<file path="src/rtl/fetch_queue_mi.sv">
// Multi-issue fetch queue: FETCH_W-wide push and ISSUE_W-wide peek/pop over a DEPTH-entry ring.
// Define FQ_STATS_EN to add the fq_o_stall_cnt and fq_o_max_level statistics outputs.
module fetch_queue_mi #(
    parameter int unsigned IWIDTH   = 32,
    parameter int unsigned PC_WIDTH = 32,
    parameter int unsigned FETCH_W  = 2,
    parameter int unsigned ISSUE_W  = 2,
    parameter int unsigned DEPTH    = 8
) (
    input  logic                           fq_clk,
    input  logic                           fq_rst,
    input  logic                           fq_i_flush,
    input  logic                           fq_i_valid,
    input  logic [$clog2(FETCH_W+1)-1:0]   fq_i_count,
    input  logic [FETCH_W*IWIDTH-1:0]      fq_i_instr,
    input  logic [FETCH_W*PC_WIDTH-1:0]    fq_i_pc,
    output logic                           fq_o_ready,
    output logic [$clog2(ISSUE_W+1)-1:0]   fq_o_count,
    output logic [ISSUE_W*IWIDTH-1:0]      fq_o_instr,
    output logic [ISSUE_W*PC_WIDTH-1:0]    fq_o_pc,
    input  logic [$clog2(ISSUE_W+1)-1:0]   fq_i_take,
`ifdef FQ_STATS_EN
    output logic [31:0]                    fq_o_stall_cnt,
    output logic [$clog2(DEPTH+1)-1:0]     fq_o_max_level,
`endif
    output logic [$clog2(DEPTH+1)-1:0]     fq_o_level
);

    localparam int unsigned PW  = $clog2(DEPTH);
    localparam int unsigned FCW = $clog2(FETCH_W + 1);
    localparam int unsigned ICW = $clog2(ISSUE_W + 1);
    localparam int unsigned LW  = $clog2(DEPTH + 1);

    logic [IWIDTH-1:0]   mem_instr [DEPTH];
    logic [PC_WIDTH-1:0] mem_pc    [DEPTH];

    logic [PW-1:0]  head_q, tail_q;
    logic [LW-1:0]  level_q, level_d;
    logic [FCW-1:0] push_n;
    logic [ICW-1:0] out_cnt, taken;

    // Readiness deliberately ignores a same-cycle pop.
    assign fq_o_ready = ((LW+1)'(level_q) + (LW+1)'(FETCH_W)) <= (LW+1)'(DEPTH);

    always_comb begin
        push_n = '0;
        if (fq_i_valid && fq_o_ready && !fq_i_flush && !fq_rst) begin
            push_n = (fq_i_count > FCW'(FETCH_W)) ? FCW'(FETCH_W) : fq_i_count;
        end
    end

    always_comb begin
        if (level_q >= LW'(ISSUE_W)) out_cnt = ICW'(ISSUE_W);
        else                         out_cnt = ICW'(level_q);
    end

    assign taken   = (fq_i_take > out_cnt) ? out_cnt : fq_i_take;
    assign level_d = level_q + LW'(push_n) - LW'(taken);

    always_ff @(posedge fq_clk) begin
        if (fq_rst || fq_i_flush) begin
            head_q  <= '0;
            tail_q  <= '0;
            level_q <= '0;
        end else begin
            head_q  <= head_q + PW'(taken);
            tail_q  <= tail_q + PW'(push_n);
            level_q <= level_d;
        end
    end

    // Storage is never cleared; occupancy alone decides what is visible.
    always_ff @(posedge fq_clk) begin
        for (int unsigned k = 0; k < FETCH_W; k++) begin
            if (FCW'(k) < push_n) begin
                mem_instr[tail_q + PW'(k)] <= fq_i_instr[k*IWIDTH +: IWIDTH];
                mem_pc[tail_q + PW'(k)]    <= fq_i_pc[k*PC_WIDTH +: PC_WIDTH];
            end
        end
    end

    always_comb begin
        fq_o_instr = '0;
        fq_o_pc    = '0;
        for (int unsigned j = 0; j < ISSUE_W; j++) begin
            if (ICW'(j) < out_cnt) begin
                fq_o_instr[j*IWIDTH +: IWIDTH]   = mem_instr[head_q + PW'(j)];
                fq_o_pc[j*PC_WIDTH +: PC_WIDTH]  = mem_pc[head_q + PW'(j)];
            end
        end
    end

    assign fq_o_count = out_cnt;
    assign fq_o_level = level_q;

`ifdef FQ_STATS_EN
    logic [31:0]   stall_q;
    logic [LW-1:0] max_q;

    always_ff @(posedge fq_clk) begin
        if (fq_rst) begin
            stall_q <= '0;
            max_q   <= '0;
        end else begin
            if (fq_i_valid && !fq_o_ready && !fq_i_flush && (stall_q != '1)) begin
                stall_q <= stall_q + 32'd1;
            end
            if (level_d > max_q) max_q <= level_d;
        end
    end

    assign fq_o_stall_cnt = stall_q;
    assign fq_o_max_level = max_q;
`endif

endmodule

</file>
<file path="config.mk">
export PLATFORM = sky130hd
export DESIGN_NAME = fetch_queue_mi
export DESIGN_NICKNAME = d
export VERILOG_FILES = /design/src/rtl/fetch_queue_mi.sv
export SDC_FILE = /design/constraint.sdc
export NUM_CORES = 1
export LEC_CHECK = 0
export ABC_CLOCK_PERIOD_IN_PS = 7390
export CAP_MARGIN = 20
export CORE_MARGIN = 2
export CORE_UTILIZATION = 45
export DETAILED_ROUTE_END_ITERATION = 6
export PLACE_DENSITY = 0.67
export SYNTH_ARGS = -nofsm -noshare
export SYNTH_HDL_FRONTEND = slang
export SYNTH_SLANG_ARGS = --single-unit
</file>
<file path="constraint.sdc">
create_clock -name fq_clk -period 7.39 [get_ports fq_clk]
set_clock_uncertainty 0.1 [all_clocks]
set_input_delay 2.217 -clock fq_clk [delete_from_list [all_inputs] [get_ports fq_clk]]
set_output_delay 2.217 -clock fq_clk [all_outputs]
set_load 0.005 [all_outputs]
</file>
==> qor.yml, run 1 <==
run_status: "finished clean"
number_of_warnings_reported_in_the_yosys_synthesis_log: 0
clock_sink_count: 522
powerDensity_mw_per_mm2: 305
synth_seq_area_share: 0.504
initial_cell_density_of_the_core: 0.452
synth_nets: 2029
crit_path_end_kind: "output port"
count_of_flip_flops_with_a_built_in_enable_after_synthesis: 512
average_instance_area_after_synthesis_sq_um: 16.5
drv_cap: 0
final_core_util: 0.531
fmax_ghz: 0.163
grt_first_pass_wirelength_mm: 131
maximum_number_of_pins_on_one_net_before_global_route_repair: 117
ioPinCount: 271
cts-buffers-inserted: 58
critical_path.cell_chain: "ha_4 > buf_12 > mux4_2 > nand2_1 > a21oi_1 > clkdlybuf4s50_1"
finalWirelength_mm: 88.9
crit_path_start_kind: "register"
htree_levels: 2
globalRouteOverflowTotal: 0
critical_path.max_fanout: 56
postRouteAntennaNets: 0
cts_root_buffer: "sky130_fd_sc_hd__clkbuf_16"
detailedPlacementHpwl_mm: 50.9
design.final.nets: 2258
ys_async_sr_fraction: 0
power_leakage_nw: 11.9
worst_setup_hold_path_clk_slew_ns: 0.06
grt_pass1_vias: 19800
worst-endpoint-arrival_ns: 3.83
setup-violations-final: 0
cts-hold-fix-buffers: 0
cts_tree: "done"
finalWorstPathRequiredPeriod_ns: 6.15
layout.cells.most_common: "sky130_fd_sc_hd__edfxtp_1"
fp.dieArea_sq_mm: 0.0708
hold_viol: 0
core-area_sq_mm: 0.0683
finalCritPeriodShare: 0.832
synth_flop_cell: "sky130_fd_sc_hd__edfxtp_1"
relSlewSlack: 0.270
buffer_ports.inserted: 270
std_cell_rows: 96
floorplan.die.height_um: 266
postSynthRegisterBits: 522
floorplan.die.width_um: 266
gp_congestion: 0.819
synth_cells: 1874
drt-initial-drc-count: 1534
drt_drc_violations_left: 0
timing.final.max_slew_violations: 0
min-delay-path-class: "register to register"
highest_count_cells_in_the_layout_ignoring_fill_and_taps: "sky130_fd_sc_hd__edfxtp_1, sky130_fd_sc_hd__mux2_2, sky130_fd_sc_hd__clkdlybuf4s50_1, sky130_fd_sc_hd__mux4_2, sky130_fd_sc_hd__nand2_1"
worstMarginPinSlew_ns: 1.10
wl_per_cell_um: 29.3
setup_total_negative_slack_ns: 0
cts-resized-gates: 0
area_growth_syn_to_layout_pct: 17.3
grt_use_total: 0.251
drtPass1Iterations: 5
worst_skew_pair.late_latency_ns: 0.61
worst_ir_drop_vdd_v: 0.000403
synth_cell_types: 42
grt_antenna_before_repair: 11
timing.critical_path.slowest_cell_delay_ns: 0.81
cts.path.max_buffers: 3
rsz0062_at_grt: "false"
worst-endpoint-required_ns: 5.07
route.vias.total: 18900
crit_slowest_cell: "sky130_fd_sc_hd__dfxtp_4"
route.detailed.vias_per_inst: 6.22
cts_setup_buffers: 0
share_of_post_route_cells_with_drive_strength_above_1: 0.415
path_class: "register to output port"
synth.cell_area_sq_mm: 0.0309
final cells by class:
cell class,count,area [sq um]
Clock inverter,31,185
Timing Repair Buffer,315,3190
Fill cell,5521,32100
Tap cell,882,1100
Clock buffer,73,1530
Multi-Input combinational cell,1187,14600
Inverter,19,72.6
Sequential cell,522,15600
Antenna cell,5,12.5
metrics by stage:
stage | setup slack [ns] | power [mW] | hold slack (ns) | instance area (sq um) | cells
global route | 1.15 | 11.5 | 0.610 | 36300 | 3033
floorplan | 0.502 | 6.07 | 0.478 | 30900 | 1874
finish | 1.24 | 11.1 | 0.543 | 36300 | 3034
global placement | 1.78 | 8.44 | 0.507 | 34500 | 2925
detailed placement | 1.74 | 8.48 | 0.528 | 34500 | 2925
CTS | 1.27 | 11.2 | 0.547 | 36300 | 3029
sequential cells by signal, indices dropped and copies added (netlist names):
signal      cells
mem_pc        256
mem_instr     256
tail_q          3
fq_o_level      4
head_q          3
power by group:
part | switching (mW) | internal, mW | total, mW | leakage, nW
logic | 2.41 | 2.55 | 4.96 | 6.39
registers | 0.101 | 3.31 | 3.41 | 4.70
clock network | 1.18 | 1.52 | 2.70 | 0.833
total | 3.69 | 7.37 | 11.1 | 11.9
cell usage after synthesis, drive strengths merged (6+ instances only):
master,count,area (sq um)
edfxtp,512,15400
mux2,512,6170
mux4,256,5770
nand2,132,495
buf,96,632
nor2,82,308
a21oi,68,340
mux2i,64,641
clkbuf,50,188
inv,18,67.6
ha,15,188
dfxtp,10,200
nand3,10,120
xor2,6,52.6
worst max-delay path, delay by kind of cell, from the launching register on:
kind / cells / cell delay (ns)
buffers and inverters: 2 / 1.03
adders and majority gates: 1 / 0.57
and+or+nand+nor: 1 / 0.05
AOI/OAI and AO/OA: 1 / 0.43
muxes: 1 / 0.28
DFF: 1 / 0.81
kinds of logic (layout without fill, tap and decap cells):
logic type | count (synthesis) | count (layout) | synth area share
DFF | 522 | 522 | 0.504
muxes | 832 | 832 | 0.407
other | 0 | 5 | 0
and+or+nand+nor | 248 | 248 | 0.0355
xor gates and xnor gates | 9 | 9 | 0.00255
buffers and inverters | 165 | 438 | 0.0289
AOI/OAI and AO/OA | 79 | 79 | 0.0139
adders and majority gates | 19 | 19 | 0.00866
routing by layer:
metal / part of all wire / wire [um] / global-route usage / vias up
li1: - / - / - / 8053
met1: 0.40 / 35400 / 0.326 / 9994
met2: 0.52 / 45900 / 0.442 / 687
met3: 0.065 / 5760 / 0.0405 / 132
met4: 0.020 / 1760 / 0.0601 / 12
met5: 0.00088 / 78 / 0 / -
final timing paths:
path	start	depth (start not counted)	endpoint	slack (ns)
setup / recovery	head_q[0]$_SDFF_PP0_	6	fq_o_instr[48]	1.24
hold / removal	tail_q[2]$_SDFF_PP0_	2	tail_q[2]$_SDFF_PP0_	0.54
setup reg to reg	fq_o_level[2]$_SDFF_PP0_	16	fq_o_level[2]$_SDFF_PP0_	2.89
hold reg to reg	tail_q[2]$_SDFF_PP0_	2	tail_q[2]$_SDFF_PP0_	0.54
Power figures use the tool's default switching activity.
==> run 2: changes to the inputs <==
Settings changed: ABC_CLOCK_PERIOD_IN_PS 7390 to 5480, PLACE_DENSITY 0.67 to 0.69.
Clock period 7.39 ns to 5.48 ns, I/O delays scaled along.
==> qor.yml, run 2 (synthesis results as in run 1) <==
gp_congestion: 0.777  # -5.1%
fp.dieArea_sq_mm: 0.0708  # unchanged
worst_skew_pair.late_latency_ns: 0.62  # about the same
cts_setup_buffers: 0  # unchanged
finalInstanceArea_sq_mm: 0.0367  # +1.1%
crit_path_end_kind: "output port"
initial_cell_density_of_the_core: 0.452  # unchanged
power.sequential.fraction: 0.294  # -0.014
area_growth_syn_to_layout_pct: 18.7
p_int_mw: 10.3  # +40%
cts.path.max_buffers: 3  # unchanged
worst-endpoint-required_ns: 3.74  # -1.33 ns
worst_ir_drop_vdd_v: 0.000510  # +26%
hold_start: "tail_q[2]$_SDFF_PP0_"
run_status: "finished clean"
ioPinCount: 271  # unchanged
grt_pass1_vias: 20100  # +1.7%
top_usage_layer: "met2"
maximum_number_of_pins_on_one_net_before_global_route_repair: 125  # +6.8%
grt.met2_usage: 0.448  # +0.00621
highest_count_cells_in_the_layout_ignoring_fill_and_taps: "sky130_fd_sc_hd__edfxtp_1, sky130_fd_sc_hd__mux2_2, sky130_fd_sc_hd__clkdlybuf4s50_1, sky130_fd_sc_hd__mux4_2, sky130_fd_sc_hd__nand2_1"
finalWorstPathRequiredPeriod_ns: 5.33
setup-violations-final: 0  # unchanged
place_area_sq_mm: 0.0347  # +0.48%
reg2reg_to: "fq_o_level[2]$_SDFF_PP0_"
timing.critical_path.slowest_cell_delay_ns: 0.61  # -0.20 ns
cts-buffers-inserted: 60  # +3.4%
floorplan.die.width_um: 266  # unchanged
worst-endpoint-arrival_ns: 3.58  # -0.25 ns
drt_drc_violations_left: 0  # unchanged
crit_slowest_cell: "sky130_fd_sc_hd__buf_16"
htree_levels: 2  # unchanged
worstRegToRegCells: 15  # -1
buffer_ports.inserted: 270  # unchanged
number_of_buffers_and_inverters_on_the_critical_path: 3  # +1
power_leakage_nw: 12.1  # +1.8%
combPwrFrac: 0.445  # -0.003
hold_path_depth: 2  # unchanged
setup.reg_to_reg.worst_slack_ns: 1.74  # -1.15 ns
powerDensity_mw_per_mm2: 419  # +37%
wl_per_cell_um: 29.0  # -1.0%
worst_setup_hold_path_clk_slew_ns: 0.06  # about the same
globalRouteOverflowTotal: 0  # unchanged
finalWirelength_mm: 88.6  # -0.32%
met1_usage: 0.309  # -0.0169
layout.cells.most_common: "sky130_fd_sc_hd__edfxtp_1"
critical_path.max_fanout: 124  # +120%
detailedPlacementHpwl_mm: 52.3  # +2.9%
final_core_util: 0.537  # +0.00610
cts_tree: "done"
core-area_sq_mm: 0.0683  # unchanged
grt_first_pass_wirelength_mm: 131  # unchanged
count_of_placed_standard_cells_in_the_final_layout_fillers_left_out: 3056  # +0.73%
r2r_start: "fq_o_level[2]$_SDFF_PP0_"
min-delay-path-class: "register to register"
grt_util_met3: 0.0426  # +0.00213
setup_total_negative_slack_ns: 0  # unchanged
relSlewSlack: 0.332  # +0.0621
design.final.nets: 2276  # +0.80%
fmax_ghz: 0.188
grt_use_total: 0.251  # about the same
route.detailed.vias_per_inst: 6.15  # -1.2%
std_cell_rows: 96  # unchanged
critical_path.cell_chain: "buf_4 > buf_16 > mux4_2 > nand2_1 > a21oi_1 > clkdlybuf4s50_1"
postRouteAntennaNets: 0  # unchanged
worst_slack_setup_final_ns: 0.153  # -1.09 ns
sw_frac_of_total: 0.328  # -0.00542
drv_cap: 0  # unchanged
route.vias.total: 18800  # -0.49%
power_switching_mw: 5.05  # +37%
number_of_cells_in_the_design_after_placement: 2941  # +0.55%
timing.final.max_slew_violations: 0  # unchanged
pwr-share-clk: 0.262  # +0.018
cts_root_buffer: "sky130_fd_sc_hd__clkbuf_16"
drt-initial-drc-count: 1508  # -1.7%
clock_sink_count: 522  # unchanged
worstMarginPinSlew_ns: 1.00  # -0.0931 ns
finalCritPeriodShare: 0.972
path_class: "register to output port"
rsz0062_at_grt: "false"
crit_path_start_kind: "register"
cts-hold-fix-buffers: 0  # unchanged
whs_endpoint: "tail_q[2]$_SDFF_PP0_"
critical_path.top_delay_family: "buffers and inverters"
pre_cts_ws_ns: 0.662  # -1.08 ns
floorplan.die.height_um: 266  # unchanged
nFillCells: 5468  # -0.96%
hold_viol: 0  # unchanged
share_of_post_route_cells_with_drive_strength_above_1: 0.427  # +0.0117
drtPass1Iterations: 5  # unchanged
grt_antenna_before_repair: 12  # +1
## run 2: changes by cell type in the layout (fill, tap and decap cells not counted), sizes merged
cell	delta
buf	+16
clkinv	-1
inv	+2
clkinvlp	+4
diode	-1
bufinv	+5
clkbuf	-3
## run 2: cell type report
class	instances	area [sq um]	share of cell area
Clock inverter	41	393	0.0107
Antenna cell	4	10.0	0.000273
Clock buffer	70	1560	0.0425
Tap cell	882	1100	0.0301
Multi-Input combinational cell	1187	14600	0.398
Sequential cell	522	15600	0.425
Timing Repair Buffer	331	3370	0.0919
Inverter	19	72.6	0.00198
## run 2: per-stage QoR
stage          hold slack, ns  total power [mW]
5_1_grt                 0.575              16.0
3_5_place_dp            0.508              11.5
6_report                0.520              15.4
3_3_place_gp            0.496              11.4
4_1_cts                 0.517              15.5
2_1_floorplan           0.478              8.19
## run 2: routing by layer
| metal | up-vias | wire length [um] | part of all wire |
|---|---|---|---|
| met1 | 9856 | 33900 | 0.38 |
| li1 | 8079 | - | - |
| met3 | 165 | 5620 | 0.063 |
| met5 | - | 89 | 0.0010 |
| met2 | 670 | 46400 | 0.52 |
| met4 | 16 | 2640 | 0.030 |
## run 2: worst max path at each step
| stage | from | end | slack [ns] | depth (start not counted) |
|---|---|---|---|---|
| 2_1_floorplan | fq_i_flush | mem_instr[2][0]$_DFFE_PP_ | 0.45 | 5 |
| 3_3_place_gp | head_q[1]$_SDFF_PP0_ | fq_o_pc[14] | 0.64 | 6 |
| 3_5_place_dp | head_q[1]$_SDFF_PP0_ | fq_o_pc[2] | 0.66 | 6 |
| 4_1_cts | head_q[2]$_SDFF_PP0_ | fq_o_instr[31] | 0.04 | 5 |
| 5_1_grt | head_q[0]$_SDFF_PP0_ | fq_o_instr[63] | 0.02 | 6 |
| 6_report | head_q[0]$_SDFF_PP0_ | fq_o_instr[63] | 0.15 | 6 |
## run 2: worst min-delay path, stage by stage (launching register included)
cell	delay, ns
sky130_fd_sc_hd__dfxtp_1	0.38
sky130_fd_sc_hd__xor2_1	0.15
sky130_fd_sc_hd__nor2_1	0.05
## run 2: power groups by stage
stage / Clock [mW] / Sequential, mW / Combinational, mW
after CTS: 4.08 / 4.51 / 6.92
after detailed placement: 0 / 4.60 / 6.88
after global placement: 0 / 4.59 / 6.83
after floorplan: 0 / 4.57 / 3.62
after global routing: 4.23 / 4.52 / 7.29
final: 4.03 / 4.51 / 6.84
## run 2: repair_timing
item,CTS,global route
setup endpoints to repair,3,3
cloned,0,0
gates resized for setup,1,2
